==> src/rtl/mem_arbiter_if.sv <==
// rtl/mem_arbiter_if.sv - fetch, data and memory-side handshake bundle for mem_arbiter
interface mem_arbiter_if #(
    parameter int AW = 32,
    parameter int DW = 32
);
    logic          if_req;
    logic [AW-1:0] if_addr;
    logic          if_ack;
    logic [DW-1:0] if_rdata;
    logic          d_req;
    logic          d_we;
    logic [AW-1:0] d_addr;
    logic [DW-1:0] d_wdata;
    logic          d_ack;
    logic [DW-1:0] d_rdata;
    logic          mem_req;
    logic          mem_we;
    logic [AW-1:0] mem_addr;
    logic [DW-1:0] mem_wdata;
    logic          mem_ack;
    logic [DW-1:0] mem_rdata;

    modport slave (
        input  if_req, if_addr, d_req, d_we, d_addr, d_wdata, mem_ack, mem_rdata,
        output if_ack, if_rdata, d_ack, d_rdata, mem_req, mem_we, mem_addr, mem_wdata
    );

    modport master (
        output if_req, if_addr, d_req, d_we, d_addr, d_wdata, mem_ack, mem_rdata,
        input  if_ack, if_rdata, d_ack, d_rdata, mem_req, mem_we, mem_addr, mem_wdata
    );
endinterface

==> src/rtl/mem_arbiter.sv <==
// rtl/mem_arbiter.sv - fetch/data arbiter for the shared single-port memory, data first
// Optional fetch starvation guard enabled by defining STARVE_GUARD_EN.
module mem_arbiter #(
    parameter int AW         = 32,
    parameter int DW         = 32,
    parameter int STARVE_MAX = 4
) (
    input  logic          clk,
    input  logic          reset,
    mem_arbiter_if.slave  bus
);
    typedef enum logic [1:0] {IDLE, IF_BUSY, D_BUSY, RESP} state_t;

    state_t        state, state_nxt;
    logic          grant_d, grant_if, force_if;

    logic          mem_req_q, mem_req_nxt;
    logic          mem_we_q, mem_we_nxt;
    logic [AW-1:0] mem_addr_q, mem_addr_nxt;
    logic [DW-1:0] mem_wdata_q, mem_wdata_nxt;
    logic          if_ack_q, if_ack_nxt;
    logic [DW-1:0] if_rdata_q, if_rdata_nxt;
    logic          d_ack_q, d_ack_nxt;
    logic [DW-1:0] d_rdata_q, d_rdata_nxt;

    // Only meaningful while in IDLE; the busy states ignore requester inputs.
    assign grant_d  = bus.d_req && !force_if;
    assign grant_if = bus.if_req && !grant_d;

`ifdef STARVE_GUARD_EN
    localparam int CW = (STARVE_MAX < 1) ? 1 : $clog2(STARVE_MAX + 1);
    logic [CW-1:0] starve_cnt;

    always_ff @(posedge clk or negedge reset) begin
        if (!reset) begin
            starve_cnt <= '0;
        end else if (state == IDLE) begin
            if (grant_d && bus.if_req) begin
                starve_cnt <= starve_cnt + CW'(1);
            end else if (grant_if) begin
                starve_cnt <= '0;
            end
        end
    end

    assign force_if = bus.if_req && (starve_cnt == CW'(STARVE_MAX));
`else
    localparam int unused_starve_max = STARVE_MAX;
    assign force_if = 1'b0;
`endif

    always_ff @(posedge clk or negedge reset) begin
        if (!reset) begin
            state       <= IDLE;
            mem_req_q   <= 1'b0;
            mem_we_q    <= 1'b0;
            mem_addr_q  <= '0;
            mem_wdata_q <= '0;
            if_ack_q    <= 1'b0;
            if_rdata_q  <= '0;
            d_ack_q     <= 1'b0;
            d_rdata_q   <= '0;
        end else begin
            state       <= state_nxt;
            mem_req_q   <= mem_req_nxt;
            mem_we_q    <= mem_we_nxt;
            mem_addr_q  <= mem_addr_nxt;
            mem_wdata_q <= mem_wdata_nxt;
            if_ack_q    <= if_ack_nxt;
            if_rdata_q  <= if_rdata_nxt;
            d_ack_q     <= d_ack_nxt;
            d_rdata_q   <= d_rdata_nxt;
        end
    end

    always_comb begin
        state_nxt = state;
        case (state)
            IDLE: begin
                if (grant_d) begin
                    state_nxt = D_BUSY;
                end else if (grant_if) begin
                    state_nxt = IF_BUSY;
                end
            end
            IF_BUSY, D_BUSY: begin
                if (bus.mem_ack) begin
                    state_nxt = RESP;
                end
            end
            default: state_nxt = IDLE;
        endcase
    end

    // Memory-side registers only change on a grant, so they stay put across wait states.
    always_comb begin
        mem_req_nxt   = mem_req_q;
        mem_we_nxt    = mem_we_q;
        mem_addr_nxt  = mem_addr_q;
        mem_wdata_nxt = mem_wdata_q;
        if_ack_nxt    = 1'b0;
        if_rdata_nxt  = if_rdata_q;
        d_ack_nxt     = 1'b0;
        d_rdata_nxt   = d_rdata_q;
        case (state)
            IDLE: begin
                if (grant_d) begin
                    mem_req_nxt   = 1'b1;
                    mem_we_nxt    = bus.d_we;
                    mem_addr_nxt  = bus.d_addr;
                    mem_wdata_nxt = bus.d_wdata;
                end else if (grant_if) begin
                    mem_req_nxt   = 1'b1;
                    mem_we_nxt    = 1'b0;
                    mem_addr_nxt  = bus.if_addr;
                    mem_wdata_nxt = '0;
                end else begin
                    mem_req_nxt   = 1'b0;
                end
            end
            IF_BUSY: begin
                if (bus.mem_ack) begin
                    if_rdata_nxt = bus.mem_rdata;
                    if_ack_nxt   = 1'b1;
                    mem_req_nxt  = 1'b0;
                end
            end
            D_BUSY: begin
                if (bus.mem_ack) begin
                    d_rdata_nxt = bus.mem_rdata;
                    d_ack_nxt   = 1'b1;
                    mem_req_nxt = 1'b0;
                end
            end
            default: begin
                mem_req_nxt = 1'b0;
            end
        endcase
    end

    assign bus.mem_req   = mem_req_q;
    assign bus.mem_we    = mem_we_q;
    assign bus.mem_addr  = mem_addr_q;
    assign bus.mem_wdata = mem_wdata_q;
    assign bus.if_ack    = if_ack_q;
    assign bus.if_rdata  = if_rdata_q;
    assign bus.d_ack     = d_ack_q;
    assign bus.d_rdata   = d_rdata_q;
endmodule
==> src/flat_wrapper.sv <==
// flat-port wrapper written by rule: the top's interface ports become plain ports
module mem_arbiter_flat 
#(
    parameter int AW         = 32,
    parameter int DW         = 32,
    parameter int STARVE_MAX = 4
)
  (clk, reset, bus_if_req, bus_if_addr, bus_d_req, bus_d_we, bus_d_addr, bus_d_wdata, bus_mem_ack, bus_mem_rdata, bus_if_ack, bus_if_rdata, bus_d_ack, bus_d_rdata, bus_mem_req, bus_mem_we, bus_mem_addr, bus_mem_wdata);
  mem_arbiter_if #(.AW(AW), .DW(DW)) bus_i ();
  input  logic clk;
  input  logic reset;
  input wire logic [$bits(bus_i.if_req)-1:0] bus_if_req;
  input wire logic [$bits(bus_i.if_addr)-1:0] bus_if_addr;
  input wire logic [$bits(bus_i.d_req)-1:0] bus_d_req;
  input wire logic [$bits(bus_i.d_we)-1:0] bus_d_we;
  input wire logic [$bits(bus_i.d_addr)-1:0] bus_d_addr;
  input wire logic [$bits(bus_i.d_wdata)-1:0] bus_d_wdata;
  input wire logic [$bits(bus_i.mem_ack)-1:0] bus_mem_ack;
  input wire logic [$bits(bus_i.mem_rdata)-1:0] bus_mem_rdata;
  output wire logic [$bits(bus_i.if_ack)-1:0] bus_if_ack;
  output wire logic [$bits(bus_i.if_rdata)-1:0] bus_if_rdata;
  output wire logic [$bits(bus_i.d_ack)-1:0] bus_d_ack;
  output wire logic [$bits(bus_i.d_rdata)-1:0] bus_d_rdata;
  output wire logic [$bits(bus_i.mem_req)-1:0] bus_mem_req;
  output wire logic [$bits(bus_i.mem_we)-1:0] bus_mem_we;
  output wire logic [$bits(bus_i.mem_addr)-1:0] bus_mem_addr;
  output wire logic [$bits(bus_i.mem_wdata)-1:0] bus_mem_wdata;
  assign bus_i.if_req = bus_if_req;
  assign bus_i.if_addr = bus_if_addr;
  assign bus_i.d_req = bus_d_req;
  assign bus_i.d_we = bus_d_we;
  assign bus_i.d_addr = bus_d_addr;
  assign bus_i.d_wdata = bus_d_wdata;
  assign bus_i.mem_ack = bus_mem_ack;
  assign bus_i.mem_rdata = bus_mem_rdata;
  assign bus_if_ack = bus_i.if_ack;
  assign bus_if_rdata = bus_i.if_rdata;
  assign bus_d_ack = bus_i.d_ack;
  assign bus_d_rdata = bus_i.d_rdata;
  assign bus_mem_req = bus_i.mem_req;
  assign bus_mem_we = bus_i.mem_we;
  assign bus_mem_addr = bus_i.mem_addr;
  assign bus_mem_wdata = bus_i.mem_wdata;
  mem_arbiter #(.AW(AW), .DW(DW), .STARVE_MAX(STARVE_MAX)) u_core (.clk(clk), .reset(reset), .bus(bus_i));
endmodule
==> config.mk <==
export PLATFORM = sky130hd
export DESIGN_NAME = mem_arbiter_flat
export DESIGN_NICKNAME = d
export VERILOG_FILES = /design/src/rtl/mem_arbiter_if.sv /design/src/rtl/mem_arbiter.sv /design/src/flat_wrapper.sv
export SDC_FILE = /design/constraint.sdc
export NUM_CORES = 1
export LEC_CHECK = 0
export CORE_ASPECT_RATIO = 1.5
export CORE_MARGIN = 10
export CORE_UTILIZATION = 25
export CTS_CLUSTER_SIZE = 16
export DETAILED_ROUTE_END_ITERATION = 16
export PLACE_DENSITY = 0.58
export SYNTH_ARGS = -nofsm -noshare
export SYNTH_HDL_FRONTEND = slang
export SYNTH_SLANG_ARGS = --single-unit
==> constraint.sdc <==
create_clock -name clk -period 1.7 [get_ports clk]
set_input_delay 0.17 -clock clk [delete_from_list [all_inputs] [get_ports clk]]
set_output_delay 0.17 -clock clk [all_outputs]
set_load 0.02 [all_outputs]
==> results.toml, run 1 <==
[clock_network]
h-tree-depth = 4
cts.clk_slew.worst_paths_ns = 0.06
post_cts_buffers = 0
cts_buffer_depth = 2
numClockSinks = 134
numCtsBuffers = 17
tritoncts = "yes"
worstSkewPairLatency_ns = 0.41
root_buffer = "clkbuf_16"

[timing]
finalHoldViolations = 0
slew-limit-headroom = 0.720
period_share = 0.932
finalMaxSlewViolations = 0
tns_ns = 0
period_needed_ns = 1.58
tightestPinTransition_ns = 0.420
timing.hold.ws_ns = 0.237
finalSetupViolations = 0
grt_setup_unrepaired = "no"
fin_skew_ns = 0.00805
fmax_mhz = 631

[grt]
grt_pass1_wl_um = 26900
grt_pass1_vias = 4549
track_usage = 0.123
antenna_found_initial = 1
grt.overflow.total = 0
grt_start_max_net_pins = 49

[placed_design]
place_area_um2 = 8290
gp_congestion = 0.729
dp_hpwl_um = 13300
numPortBuffers = 265

[synth]
avgSynthCellArea_um2 = 14.1
syn_inst = 373
yosys.cell_types.count = 20
synthSimpleGateAreaFrac = 0.0293
synth_top_family_by_area = "multiplexers"
muxShareOfSynthArea = 0.202
ys_ff_latch = 134
synth_top_area_frac = 0.637
netlist_area_um2 = 5260
synthesis.nets = 511
synth_compound_area_frac = 0.0937
synth-seq-area-share = 0.637
synth_area_leaders = "dfrtp_1, mux2_2, mux2i_1"
synth_adder_area_share = 0.00951
synth_xor_area_frac = 0
synth_area_leader_cell = "dfrtp_1"
yosys_warnings = 0

[worst_setup_path]
reg2reg_to = "u_core.state[0]$_DFFE_PN0P_"
cp_max_fo = 2
start_kind = "flop"
endpoint_kind = "output pin"
crit_arrival_ns = 1.41
cp.buffers_inverters = 1
worstReg2RegStart = "u_core.state[0]$_DFFE_PN0P_"
max_stage_delay_ns = 0.65
startpoint = "u_core.bus.mem_wdata[29]$_DFFE_PN0P_"
rrSetupSlack_ns = 0.13
cp.depth = 1
required_ns = 1.53
worstSetupPathType = "flop to output pin"
crit_path_cell_trace = "clkdlybuf4s50_1"
cp-endpoint = "bus_mem_wdata[29]"
path_delay_family = "buffers and inverters"
worst-r2r-cell-count = 5
critPathSlowestCell = "clkdlybuf4s50_1"

[detailed_routing]
num_vias = 3999
final_antenna_net_count = 0
wl_met1_um = 6270
drc = 0
routed.top_layer = "met4"
drtIter0Drc = 158
wl_met3_um = 1460
post_drt_wl_per_cell_um = 18.5
dr.pass1.iters = 4
routed_wl_um = 17000
via_per_inst = 4.33
routed-wl-met2_um = 9130

[die]
initial_utilization = 0.256
fp.dieW_um = 138
pin_count = 266
placementRows = 64
die_y_um = 198
core_um2 = 20600
die_area_um2 = 27400

[finish]
final_cell_mix = "clkdlybuf4s50_1, dfrtp_1, mux2_2"
drive_gt1_frac = 0.164
final_core_util = 0.432
mostFrequentLayoutCell = "clkdlybuf4s50_1"
nets = 783
stdcell_area_um2 = 8880
syn2layout_area_growth_pct = 68.8

[run]
max-cap-violations = 0

[run_status]
status = "finished clean"

[power]
cellPowerDensity_nw_per_um2 = 1960
p_leak_nw = 3.86
peakVddDrop_uv = 755

[hold_path]
hold_path_class = "input port to async pin"
sequential cells by signal (all words and copies together) (netlist names):
register	flops
u_core.bus.mem_req	1
u_core.bus.if_rdata	32
u_core.state	2
u_core.bus.if_ack	1
u_core.bus.mem_addr	32
u_core.bus.mem_we	1
u_core.bus.d_rdata	32
u_core.bus.d_ack	1
u_core.bus.mem_wdata	32
per-stage QoR:
stage               instances  power (mW)  setup slack, ns
floorplan                 373        9.64            0.242
global placement          889        13.9            0.215
detailed placement        889        14.1            0.149
CTS                       922        17.8           0.0741
global route              922        18.5           0.0436
finish                    923        17.4            0.116
cell usage after synthesis:
library cell / number
clkbuf_1: 3
mux2i_1: 34
dfrtp_1: 134
and2_1: 1
buf_4: 2
buf_6: 2
nand2_1: 34
a22o_1: 33
inv_1: 4
o21ai_0: 27
a21o_1: 1
mux2_2: 64
nor2_1: 2
nor2b_1: 2
o21ai_4: 1
o21ai_1: 5
ha_1: 4
a21oi_1: 1
o21bai_1: 2
buf_2: 17
worst min path at each step:
stage,from,endpoint,cells past startpoint
after global routing,reset,u_core.bus.if_rdata[24]$_DFFE_PN0P_,2
after global placement,reset,u_core.bus.if_rdata[22]$_DFFE_PN0P_,1
final,reset,u_core.bus.if_rdata[24]$_DFFE_PN0P_,2
after detailed placement,reset,u_core.bus.d_rdata[24]$_DFFE_PN0P_,1
after CTS,reset,u_core.bus.if_rdata[24]$_DFFE_PN0P_,2
after floorplan,reset,u_core.bus.d_ack$_DFF_PN0_,0
metal layers:
metal / vias up / track usage
met1: 1955 / 0.127
met4: 0 / 0.0384
met2: 162 / 0.219
met3: 11 / 0.0529
li1: 1871 / -
met5: - / 0
timing repair:
action / CTS / global route
endpoints found under the hold margin: 34 / 0
hold buffers: 1 / 0
resized for setup: 0 / 0
final cells by class:
cell class,instances,area [um2]
diodes,1,2.50
repair buffers,277,2840
clock inverters,13,148
flip-flops and latches,134,3350
multi-input cells,211,1760
inverters,4,15.0
well taps,264,330
clock buffers,19,433
fillers,1904,11700
cell families after synthesis:
family | Yosys count
simple gates | 39
compound gates | 70
mux | 98
fa+ha+maj | 4
buf+inv | 28
flops | 134
power by group:
group          internal (mW)  switching, mW
logic                   4.25           4.01
clock network           2.18           1.44
registers               4.73          0.849
Note: power is estimated with default switching activity, not from simulation.
==> run 2: changes to the inputs <==
--- a/config.mk
+++ b/config.mk
@@ -8,6 +8,7 @@
 export CORE_ASPECT_RATIO = 1.5
 export CORE_MARGIN = 10
 export CORE_UTILIZATION = 25
+export CTS_BUF_LIST = sky130_fd_sc_hd__clkbuf_16
 export CTS_CLUSTER_SIZE = 16
 export DETAILED_ROUTE_END_ITERATION = 16
 export PLACE_DENSITY = 0.58
==> run 2 against run 1 <==
Against the previous run: core utilization unchanged; critical path depth unchanged; first-iteration DRC count did not move; total power is essentially flat; clock skew barely moved; clock power about the same; combinational power about the same; via count is essentially flat; clock-buffer cell count shrank 2; critical path type unchanged.
==> results.toml, run 2 (synthesis gave the netlist of run 1 again) <==
[die]
placementRows = 64
pin_count = 266
fp.dieW_um = 138
die_area_um2 = 27400
core_um2 = 20600
initial_utilization = 0.256
die_y_um = 198

[clock_network]
cts.clk_slew.worst_paths_ns = 0.06
post_cts_resized = 0
worstSkewPairLatency_ns = 0.41
post_cts_buffers = 0
h-tree-depth = 4
cts_buffer_depth = 2
numCtsBuffers = 17
numClockSinks = 134
postCtsHoldBufs = 1
root_buffer = "clkbuf_16"
tritoncts = "yes"

[timing]
tns_ns = 0
tightestPinTransition_ns = 0.429
fin_skew_ns = 0.00805
fmax_mhz = 632
finalHoldViolations = 0
slew-limit-headroom = 0.714
finalMaxSlewViolations = 0
grt_setup_unrepaired = "no"
period_share = 0.931
finalSetupViolations = 0
timing.hold.ws_ns = 0.237
period_needed_ns = 1.58

[grt]
grt.overflow.total = 0
track_usage = 0.123
grt_pass1_vias = 4547
antenna_found_initial = 1
grt_start_max_net_pins = 49
grt_pass1_wl_um = 26900

[detailed_routing]
routed_wl_um = 17100
via_per_inst = 4.33
final_antenna_net_count = 0
drc = 0
post_drt_wl_per_cell_um = 18.5
num_vias = 4000
dr.pass1.iters = 5
drtIter0Drc = 158

[worst_setup_path]
reg2reg_to = "u_core.state[0]$_DFFE_PN0P_"
path_delay_family = "buffers and inverters"
crit_path_cell_trace = "clkdlybuf4s50_1"
worst-r2r-cell-count = 5
crit_arrival_ns = 1.41
max_stage_delay_ns = 0.65
start_kind = "flop"
critPathSlowestCell = "clkdlybuf4s50_1"
cp_max_fo = 2
rrSetupSlack_ns = 0.13
worstReg2RegStart = "u_core.state[0]$_DFFE_PN0P_"
endpoint_kind = "output pin"
worstSetupPathType = "flop to output pin"
required_ns = 1.53
cp.buffers_inverters = 1

[finish]
syn2layout_area_growth_pct = 68.8
stdcell_area_um2 = 8880
nets = 783
mostFrequentLayoutCell = "clkdlybuf4s50_1"
drive_gt1_frac = 0.164
final_cell_mix = "clkdlybuf4s50_1, dfrtp_1, mux2_2"

[placed_design]
dp_hpwl_um = 13300
gp_congestion = 0.729
numPortBuffers = 265
place_area_um2 = 8290

[run_status]
status = "finished clean"

[power]
cellPowerDensity_nw_per_um2 = 1960
peakVddDrop_uv = 758
p_leak_nw = 3.87

[hold_path]
hold_path_class = "input port to async pin"

[run]
max-cap-violations = 0
[run 2: layout make-up]
cell class | instances | area (um2)
fillers | 1904 | 11700
flip-flops and latches | 134 | 3350
repair buffers | 277 | 2840
multi-input cells | 211 | 1760
clock buffers | 17 | 425
well taps | 264 | 330
clock inverters | 15 | 155
inverters | 4 | 15.0
diodes | 1 | 2.50
[run 2: routing by layer]
metal,track usage,share of wire
met1,0.127,0.37
met2,0.219,0.54
met3,0.0529,0.085
met4,0.0384,0.010
met5,0,0
[run 2: per-stage QoR]
stage / setup WS [ns] / util / std cells / power, mW
CTS: 0.0741 / 0.431 / 922 / 17.8
global route: 0.0435 / 0.431 / 922 / 18.5
finish: 0.117 / 0.432 / 923 / 17.4
detailed placement: 0.149 / 0.403 / 889 / 14.1
floorplan: 0.242 / - / 373 / 9.64
global placement: 0.215 / 0.403 / 889 / 13.9
[run 2: how the worst max path moves through the flow]
stage | startpoint | end | slack [ns] | cells past startpoint
after floorplan | u_core.state[0]$_DFFE_PN0P_ | u_core.bus.mem_wdata[10]$_DFFE_PN0P_ | 0.24 | 6
after global placement | bus_if_req | u_core.bus.mem_addr[9]$_DFFE_PN0P_ | 0.22 | 4
after detailed placement | bus_if_req | u_core.bus.mem_addr[9]$_DFFE_PN0P_ | 0.15 | 4
after CTS | u_core.bus.mem_wdata[29]$_DFFE_PN0P_ | bus_mem_wdata[29] | 0.07 | 1
after global routing | u_core.bus.mem_wdata[21]$_DFFE_PN0P_ | bus_mem_wdata[21] | 0.04 | 1
final | u_core.bus.mem_wdata[29]$_DFFE_PN0P_ | bus_mem_wdata[29] | 0.12 | 1
[run 2: power by group]
group          total (mW)  leakage [nW]  switching (mW)  internal (mW)
sequential           5.58          1.64           0.849           4.73
clock                3.61         0.279            1.45           2.17
combinational        8.26          1.95            4.01           4.25
total                17.4          3.87            6.31           11.1
